`src/rtl/ahb3lite_dma_read_slave.sv`:
```
// AHB-Lite bus types plus a read-only AHB-Lite slave that serves DMA reads from a
// 1-cycle-latency word memory, with wait states, burst-completion pulse and ERROR responses.
package ahb3lite_pkg;
  typedef enum logic [1:0] {
    HTRANS_IDLE   = 2'b00,
    HTRANS_BUSY   = 2'b01,
    HTRANS_NONSEQ = 2'b10,
    HTRANS_SEQ    = 2'b11
  } HTRANS_state;

  typedef enum logic [2:0] {
    HBURST_SINGLE = 3'b000,
    HBURST_INCR   = 3'b001,
    HBURST_WRAP4  = 3'b010,
    HBURST_INCR4  = 3'b011,
    HBURST_WRAP8  = 3'b100,
    HBURST_INCR8  = 3'b101,
    HBURST_WRAP16 = 3'b110,
    HBURST_INCR16 = 3'b111
  } HBURST_Type;

  typedef enum logic {
    HRESP_OKAY  = 1'b0,
    HRESP_ERROR = 1'b1
  } HRESP_state;
endpackage

module ahb3lite_dma_read_slave
  import ahb3lite_pkg::*;
#(
  parameter int unsigned       DATA_W      = 32,
  parameter int unsigned       ADDR_W      = 32,
  parameter logic [ADDR_W-1:0] BASE_ADDR   = '0,
  parameter int unsigned       MEM_DEPTH   = 1024,
  parameter int unsigned       WAIT_STATES = 0
) (
  input  logic                         HCLK,
  input  logic                         HRESETn,
  input  logic                         HSEL,
  input  logic [ADDR_W-1:0]            HADDR,
  input  logic                         HWRITE,
  input  logic [2:0]                   HSIZE,
  input  HBURST_Type                   HBURST,
  input  HTRANS_state                  HTRANS,
  input  logic                         HREADY,
  output logic [DATA_W-1:0]            HRDATA,
  output logic                         HREADYOUT,
  output HRESP_state                   HRESP,
  output logic                         mem_rd_en,
  output logic [$clog2(MEM_DEPTH)-1:0] mem_rd_addr,
  input  logic [DATA_W-1:0]            mem_rd_data,
  output logic                         slave_done
);

  localparam int unsigned       BYTES    = DATA_W / 8;
  localparam int unsigned       SIZE_LOG = $clog2(BYTES);
  localparam int unsigned       MA_W     = $clog2(MEM_DEPTH);
  localparam logic [ADDR_W:0]   SPAN     = (ADDR_W + 1)'(MEM_DEPTH * BYTES);

  typedef enum logic [1:0] {ST_IDLE, ST_DATA, ST_ERR1, ST_ERR2} state_t;

  state_t            state, state_next;
  logic [3:0]        wait_cnt, wait_next;
  logic [4:0]        beat_cnt, beat_next, beat_inc;
  logic              first_q, first_next;
  logic              aborted_q, aborted_next;
  HBURST_Type        burst_q, burst_next;
  logic              done_next;
  logic              burst_last;
  logic [DATA_W-1:0] hold_q;

  logic              accept, valid, in_range, complete_okay;
  logic [ADDR_W-1:0] offset;

  assign accept   = HSEL && HREADY && (HTRANS == HTRANS_NONSEQ || HTRANS == HTRANS_SEQ);
  assign offset   = HADDR - BASE_ADDR;
  assign in_range = (HADDR >= BASE_ADDR) && ({1'b0, offset} < SPAN);
  assign valid    = !HWRITE && (HSIZE <= 3'(SIZE_LOG)) && in_range;

  assign mem_rd_en   = HRESETn && accept && valid;
  assign mem_rd_addr = offset[SIZE_LOG +: MA_W];

  assign complete_okay = (state == ST_DATA) && (wait_cnt == 4'd0);
  assign beat_inc      = beat_cnt + 5'd1;

  assign HREADYOUT = (state == ST_ERR1) ? 1'b0 :
                     (state == ST_DATA) ? (wait_cnt == 4'd0) : 1'b1;
  assign HRESP     = (state == ST_ERR1 || state == ST_ERR2) ? HRESP_ERROR : HRESP_OKAY;
  assign HRDATA    = (state != ST_DATA) ? '0 : (first_q ? mem_rd_data : hold_q);

  // INCR ends when the master does not continue the burst; BUSY keeps it open.
  always_comb begin
    burst_last = 1'b0;
    case (burst_q)
      HBURST_SINGLE:              burst_last = 1'b1;
      HBURST_INCR:                burst_last = !HSEL || HTRANS == HTRANS_IDLE ||
                                               HTRANS == HTRANS_NONSEQ;
      HBURST_WRAP4, HBURST_INCR4: burst_last = (beat_inc == 5'd4);
      HBURST_WRAP8, HBURST_INCR8: burst_last = (beat_inc == 5'd8);
      default:                    burst_last = (beat_inc == 5'd16);
    endcase
  end

  // NOTE: every variable gets a default first so no path leaves one unassigned (no latch).
  always_comb begin
    state_next   = ST_IDLE;
    wait_next    = wait_cnt;
    beat_next    = beat_cnt;
    aborted_next = aborted_q;
    burst_next   = burst_q;
    first_next   = 1'b0;
    done_next    = 1'b0;

    case (state)
      ST_ERR1: state_next = ST_ERR2;
      ST_DATA: if (wait_cnt != 4'd0) begin
        state_next = ST_DATA;
        wait_next  = wait_cnt - 4'd1;
      end
      default: state_next = ST_IDLE;
    endcase

    if (complete_okay) begin
      beat_next = beat_inc;
      done_next = burst_last && !aborted_q;
    end

    // A new address phase overlaps the completing cycle of the previous beat.
    if (accept) begin
      burst_next   = HBURST;
      aborted_next = (HTRANS == HTRANS_NONSEQ) ? !valid : (aborted_q || !valid);
      if (HTRANS == HTRANS_NONSEQ || !valid) beat_next = 5'd0;
      if (valid) begin
        state_next = ST_DATA;
        wait_next  = 4'(WAIT_STATES);
        first_next = 1'b1;
      end else begin
        state_next = ST_ERR1;
      end
    end
  end

  // NOTE: state registers use non-blocking assignments so every flop samples pre-edge values.
  always_ff @(posedge HCLK) begin
    if (!HRESETn) begin
      state      <= ST_IDLE;
      wait_cnt   <= 4'd0;
      beat_cnt   <= 5'd0;
      first_q    <= 1'b0;
      aborted_q  <= 1'b0;
      burst_q    <= HBURST_SINGLE;
      slave_done <= 1'b0;
    end else begin
      state      <= state_next;
      wait_cnt   <= wait_next;
      beat_cnt   <= beat_next;
      first_q    <= first_next;
      aborted_q  <= aborted_next;
      burst_q    <= burst_next;
      slave_done <= done_next;
    end
  end

  // NOTE: the data holding register needs no reset; HRDATA is forced to 0 outside DATA.
  always_ff @(posedge HCLK) begin
    if (state == ST_DATA && first_q) hold_q <= mem_rd_data;
  end

endmodule

```
`config.mk`:
```
export PLATFORM = sky130hd
export DESIGN_NAME = ahb3lite_dma_read_slave
export DESIGN_NICKNAME = d
export VERILOG_FILES = /design/src/rtl/ahb3lite_dma_read_slave.sv
export SDC_FILE = /design/constraint.sdc
export NUM_CORES = 1
export LEC_CHECK = 0
export BUFFER_PORTS_ARGS = -buffer_cell sky130_fd_sc_hd__buf_4
export CAP_MARGIN = 20
export CORE_ASPECT_RATIO = 1.25
export CORE_MARGIN = 1.5
export CORE_UTILIZATION = 46
export DETAILED_ROUTE_END_ITERATION = 16
export GPL_TIMING_DRIVEN = 0
export HOLD_SLACK_MARGIN = 0.02
export PLACE_DENSITY = 0.8
export SKIP_LAST_GASP = 1
export SYNTH_ARGS = -nofsm -noshare
export SYNTH_HDL_FRONTEND = slang
export SYNTH_SLANG_ARGS = --single-unit
```
`constraint.sdc`:
```
create_clock -name HCLK -period 2.52 [get_ports HCLK]
set_input_delay 0.252 -clock HCLK [delete_from_list [all_inputs] [get_ports HCLK]]
set_output_delay 0.252 -clock HCLK [all_outputs]
set_load 0.03 [all_outputs]
```
==> flow_metrics.env, run 1 <==
export IMPL_status="complete, no violations"
export IMPL_cts_buffer_depth=2
export IMPL_crit_path_max_fanout=19
export IMPL_finalSetupTns_ns=0
export IMPL_synth_compound_area_share_pct=4.23
export IMPL_synth_adder_area_share_pct=4.38
export IMPL_p_seq_share_pct=57.7
export IMPL_grt_pass1_vias=1978
export IMPL_drtIter0Drc=83
export IMPL_seq_area_frac_synth_pct=50.6
export IMPL_io_buffers=110
export IMPL_slew_violations=0
export IMPL_reg2reg_from="state[1]"
export IMPL_clk_latency_ns=0.29
export IMPL_grt_pass1_wl_mm=8.88
export IMPL_fin_cells=415
export IMPL_net_switching_power_uw=336
export IMPL_synth_top_family_by_area="simple AND/OR/NAND/NOR gates"
export IMPL_fin_skew_ns=0.00481
export IMPL_synthMuxAreaShare_pct=12.8
export IMPL_power_frac_comb_pct=11.6
export IMPL_synth_warnings=0
export IMPL_cts_tree="done"
export IMPL_cts_hold_buf=0
export IMPL_synth_top_area_share_pct=37.4
export IMPL_synth_xor_area_share_pct=3.40
export IMPL_cts_resized=0
export IMPL_period_share_pct=87.7
export IMPL_synth_seq_cells=49
export IMPL_period_minus_slack_ns=2.21
export IMPL_die_height_um=86.6
export IMPL_hold_class="in2reg"
export IMPL_synth_cells=232
export IMPL_peakVddDrop_v=0.000226
export IMPL_dp_hpwl_mm=4.43
export IMPL_die_w_um=69.9
export IMPL_powerDensity_nw_per_um2=414
export IMPL_cts_root_buf="clkbuf_8"
export IMPL_syn_nets=318
export IMPL_pin_count=123
export IMPL_place_gp_congestion=0.736
export IMPL_synth_simple_area_share_pct=18.8
export IMPL_grt_overflow=0
export IMPL_worst_slack_ns=0.310
export IMPL_p_leak_nw=1.45
export IMPL_track_usage_pct=18.3
export IMPL_area_delta_synth_final_pct=39.7
export IMPL_cts_sinks=49
export IMPL_required_ns=2.53
export IMPL_swShare_pct=22.5
export IMPL_numCtsBuffers=5
export IMPL_die_area_um2=6050
export IMPL_place_ws_ns=0.279
export IMPL_grt_max_degree=20
export IMPL_syn_area_per_cell_um2=11.1
export IMPL_wl_per_cell_um=13.2
export IMPL_critical_path_class="reg2reg"
export IMPL_startpoint_type="flip-flop"
export IMPL_vias_per_cell=4.97
export IMPL_worst_pin_slew_ns=0.715
export IMPL_clockPowerShare_pct=30.8
export IMPL_clkTransAtPathRegs_ns=0.09
export IMPL_routed_wl_mm=5.50
export IMPL_synth_cell_types=32
export IMPL_worst_hold_slack_ns=0.139
export IMPL_rsz0062_at_grt="no"
export IMPL_relSlewSlack_pct=52.3
export IMPL_crit_arrival_ns=2.22
export IMPL_placed_cell_area_um2=3510
export IMPL_h_tree_depth=2
export IMPL_core_area_um2=5410
export IMPL_fp_row_count=30
export IMPL_cts_setup_buffers=0
export IMPL_fmax_ghz=0.452
export IMPL_antenna_found_initial=0
export IMPL_dp_cells=407
export IMPL_synth_area_top_cells="edfxtp_1 (37%), dfxtp_1 (13%), mux2i_1 (13%)"
export IMPL_first_pass_iters=4
export IMPL_fin_area_um2=3590
export IMPL_hold_violations=0
export IMPL_setup_viol=0
export IMPL_min_delay_start="mem_rd_data[31]"
export IMPL_antenna_cells=0
export IMPL_start_util_pct=47.6
export IMPL_maxCapViolCount=0
export IMPL_dr_total_vias=2061
export IMPL_crit_start="state[1]"
export IMPL_drc_errors=0
export IMPL_end_kind="flip-flop"
export IMPL_nets=436
export IMPL_synth_largest_area_cell="edfxtp_1"
export IMPL_drive_above_1_share_pct=39.0
export IMPL_postRouteAntennaNets=0
export IMPL_syn_area_um2=2570
export IMPL_p_int_mw=1.15
-- sequential cells by signal, indices dropped and copies added, names as in the netlist --
| name | flops |
|---|---|
| wait_cnt | 4 |
| beat_cnt | 5 |
| aborted_q | 1 |
| first_q | 1 |
| state | 2 |
| slave_done | 1 |
| hold_q | 32 |
| burst_q | 3 |
-- cell type report --
type / count / area [um2]
fill: 470 / 1810
sequential: 49 / 1300
multi-input combinational: 155 / 1120
timing repair buffer: 111 / 853
buffer: 21 / 123
tap: 64 / 80.1
clock buffer: 6 / 72.6
inverter: 7 / 26.3
clock inverter: 2 / 15.0
-- layer usage --
metal  track usage (%)  routed length, um  part of all wire, %
met5                 0                  0                    0
met2              34.4               2880                   52
met1              21.2               2160                   39
met4              4.72                 23                 0.42
met3              3.84                428                  7.8
-- cell families (layout without fill, tap and decap cells) --
group,Yosys count,count (layout)
XOR/XNOR,10,10
adder cells (fa/ha/maj),9,9
AND/OR/NAND/NOR,87,87
multiplexers,33,33
AO/OA/AOI/OAI,16,16
buffers and inverters,28,147
flip-flops,49,49
-- power groups by stage --
stage | Combinational (mW) | Sequential, mW | Clock, mW
2_1_floorplan | 0.0644 | 0.877 | 0
4_1_cts | 0.175 | 0.859 | 0.471
5_1_grt | 0.187 | 0.860 | 0.506
3_3_place_gp | 0.171 | 0.877 | 0
6_report | 0.172 | 0.859 | 0.458
3_5_place_dp | 0.174 | 0.877 | 0
-- cells in the mapped netlist --
master     n
and3b_1    1
o21ai_0    3
and2_1     3
clkbuf_1   6
xor2_1     3
or2_2      2
nor2_1    12
dfxtp_1   17
nor3_1     3
ha_1       9
and3_1     1
nand4b_1   1
a21boi_0   5
nor4_1     5
o21a_1     1
or3b_1     1
o31a_1     1
nand4_1    4
a21oi_1    4
edfxtp_1  32
inv_1      7
and4bb_2   1
a211oi_1   1
nor2b_1   32
nand3_1    4
nand2_1   16
mux2i_1   33
buf_2      5
xnor2_1    7
or4b_1     1
buf_4     10
o31ai_2    1
-- path summary, 6_finish.rpt --
check                           slack [ns]    endpoint  depth (start not counted)
worst max-delay path                  0.31  hold_q[13]                          6
worst min-delay path                  0.14  hold_q[31]                          1
worst max register to register        0.31  hold_q[13]                          6
worst min register to register        0.47  burst_q[0]                          2
-- per-stage QoR --
step | power (mW) | utilization, %
6_report | 1.49 | 66.5
5_1_grt | 1.55 | 66.5
4_1_cts | 1.50 | 66.5
3_5_place_dp | 1.05 | 64.9
3_3_place_gp | 1.05 | 64.4
2_1_floorplan | 0.941 | -
-- placed cells by master (no fill, tap or decap), drive strengths merged, types with 2 or more instances in the layout --
| master | synthesis | routed |
|---|---|---|
| nand4 | 4 | 4 |
| a21boi | 5 | 5 |
| or2 | 2 | 2 |
| edfxtp | 32 | 32 |
| nor2b | 32 | 32 |
| nor3 | 3 | 3 |
| a21oi | 4 | 4 |
| inv | 7 | 7 |
| o21ai | 3 | 3 |
| clkbuf | 6 | 12 |
| and2 | 3 | 3 |
| nor2 | 12 | 12 |
| xnor2 | 7 | 7 |
| xor2 | 3 | 3 |
| nand3 | 4 | 4 |
| mux2i | 33 | 33 |
| clkinvlp | 0 | 2 |
| buf | 15 | 126 |
| nor4 | 5 | 5 |
| ha | 9 | 9 |
| nand2 | 16 | 16 |
| dfxtp | 17 | 17 |
-- worst max-delay path: stages, from the launching register on --
cell and delay (ns):
dfxtp_1 0.34, inv_1 0.05, ha_1 0.14, buf_2 0.20, clkbuf_1 0.30, and2_1 0.66, buf_16 0.23
Power figures use the tool's default switching activity.
==> inputs of run 2 (changes only) <==
--- a/config.mk
+++ b/config.mk
@@ -9,11 +9,11 @@
 export CAP_MARGIN = 20
 export CORE_ASPECT_RATIO = 1.25
 export CORE_MARGIN = 1.5
-export CORE_UTILIZATION = 46
+export CORE_UTILIZATION = 45
 export DETAILED_ROUTE_END_ITERATION = 16
 export GPL_TIMING_DRIVEN = 0
 export HOLD_SLACK_MARGIN = 0.02
-export PLACE_DENSITY = 0.8
+export PLACE_DENSITY = 0.78
 export SKIP_LAST_GASP = 1
 export SYNTH_ARGS = -nofsm -noshare
 export SYNTH_HDL_FRONTEND = slang
==> run 2 against run 1 <==
Against the previous run:
- cell area increased by 0.31%
- wire length increased by 0.44%
- critical path depth unchanged
- via count increased by 1.0%
- sequential share of layout area decreased by 0.11 points
- clock power increased by 23%
- sequential power about the same
- die area increased by 2.1%
- first-iteration DRC count increased by 57%
- flip-flop and latch count unchanged
- hold slack got worse by 0.015 ns
- critical path type unchanged
- critical endpoint is now hold_q[3]
- highest routed layer unchanged
==> flow_metrics.env, run 2 (same netlist as run 1, synthesis figures left out) <==
export IMPL_status="complete, no violations"
export IMPL_end_kind="flip-flop"
export IMPL_numCtsBuffers=5
export IMPL_wl_per_cell_um=13.3
export IMPL_drc_errors=0
export IMPL_antenna_found_initial=0
export IMPL_clkTransAtPathRegs_ns=0.10
export IMPL_die_area_um2=6180
export IMPL_maxCapViolCount=0
export IMPL_fin_skew_ns=0.0101
export IMPL_core_area_um2=5480
export IMPL_setup_viol=0
export IMPL_die_height_um=87.5
export IMPL_cts_sinks=49
export IMPL_nets=436
export IMPL_rsz0062_at_grt="no"
export IMPL_top_register="hold_q"
export IMPL_hold_depth=1
export IMPL_placed_cell_area_um2=3490
export IMPL_track_usage_pct=18.1
export IMPL_slew_violations=0
export IMPL_cts_setup_buffers=0
export IMPL_hold_violations=0
export IMPL_worst_hold_slack_ns=0.124
export IMPL_grt_overflow=0
export IMPL_mostFrequentLayoutCell="buf_4"
export IMPL_crit_path_max_fanout=19
export IMPL_die_w_um=70.6
export IMPL_required_ns=2.53
export IMPL_p_leak_nw=1.47
export IMPL_startpoint_type="flip-flop"
export IMPL_crit_arrival_ns=2.09
export IMPL_h_tree_depth=2
export IMPL_grt_pass1_wl_mm=8.86
export IMPL_area_delta_synth_final_pct=40.1
export IMPL_dp_hpwl_mm=4.35
export IMPL_period_share_pct=82.4
export IMPL_postRouteAntennaNets=0
export IMPL_routed_wl_mm=5.52
export IMPL_fmax_ghz=0.481
export IMPL_grt_pass1_vias=1993
export IMPL_fp_row_count=30
export IMPL_cts_root_buf="clkbuf_8"
export IMPL_first_pass_iters=4
export IMPL_relSlewSlack_pct=68.7
export IMPL_cts_buffer_depth=2
export IMPL_final_cell_mix="buf_4 (120), mux2i_1 (33), nor2b_1 (32), edfxtp_1 (32), dfxtp_1 (17)"
export IMPL_clk_latency_ns=0.31
export IMPL_peakVddDrop_v=0.000299
export IMPL_place_gp_congestion=0.740
export IMPL_powerDensity_nw_per_um2=442
export IMPL_cts_tree="done"
export IMPL_fin_area_um2=3600
export IMPL_io_buffers=110
export IMPL_worst_pin_slew_ns=0.470
export IMPL_critical_path_class="reg2reg"
export IMPL_reg_largest_list="hold_q (32), beat_cnt (5), wait_cnt (4)"
export IMPL_start_util_pct=46.9
export IMPL_drtIter0Drc=130
export IMPL_drive_above_1_share_pct=39.3
export IMPL_dr_total_vias=2082
export IMPL_rr_worst_depth=6
export IMPL_period_minus_slack_ns=2.08
export IMPL_hold_class="in2reg"
export IMPL_vias_per_cell=5.02
export IMPL_antenna_cells=0
export IMPL_largest_reg_flops=32
export IMPL_pin_count=123
export IMPL_finalPower_mw=1.59
export IMPL_grt_max_degree=20
## run 2: worst paths after layout
kind                                       from          end  slack, ns
worst max-delay path                   state[1]    hold_q[3]       0.44
worst min-delay path            mem_rd_data[23]   hold_q[23]       0.12
worst max register to register         state[1]    hold_q[3]       0.44
worst min register to register      wait_cnt[1]  wait_cnt[1]       0.48
## run 2: stage by stage
step | worst slack, ns | util (%) | setup TNS [ns] | cells
after global routing | 0.281 | 65.8 | 0 | 415
after CTS | 0.130 | 65.8 | 0 | 415
final | 0.442 | 65.8 | 0 | 415
after global placement | -0.0814 | 63.5 | -2.59 | 406
after detailed placement | 0.148 | 63.7 | 0 | 407
after floorplan | 0.446 | - | 0 | 232
## run 2: metal layers
layer / global-route usage (%) / part of all wire, %
met5: 0 / 0
met4: 5.66 / 1.1
met3: 4.95 / 7.8
met2: 32.0 / 50
met1: 21.6 / 41
## run 2: timing repair
action / 4_1_cts / 5_1_grt
endpoints found under the setup margin: 0 / 14
gates resized for setup: 0 / 1
hold buffers: 0 / 0
## run 2: worst max-delay path: stages, from the launching register on
cell	delay, ns
dfxtp_1	0.34
inv_1	0.06
ha_1	0.14
buf_2	0.20
clkbuf_1	0.30
and2_2	0.52
buf_8	0.23
## run 2: where the power goes
part	internal, mW	switching (mW)	total (mW)	leakage [nW]
logic	0.101	0.0695	0.171	0.989
clock network	0.292	0.270	0.562	0.0518
registers	0.856	0.00264	0.859	0.425
total	1.25	0.342	1.59	1.47
## run 2: final cells by class
class | count | area (um2)
fillers | 464 | 1880
inverters | 7 | 26.3
multi-input cells | 155 | 1120
repair buffers | 111 | 841
well taps | 64 | 80.1
clock inverters | 3 | 41.3
plain buffers | 21 | 123
flip-flops and latches | 49 | 1300
clock buffers | 5 | 68.8
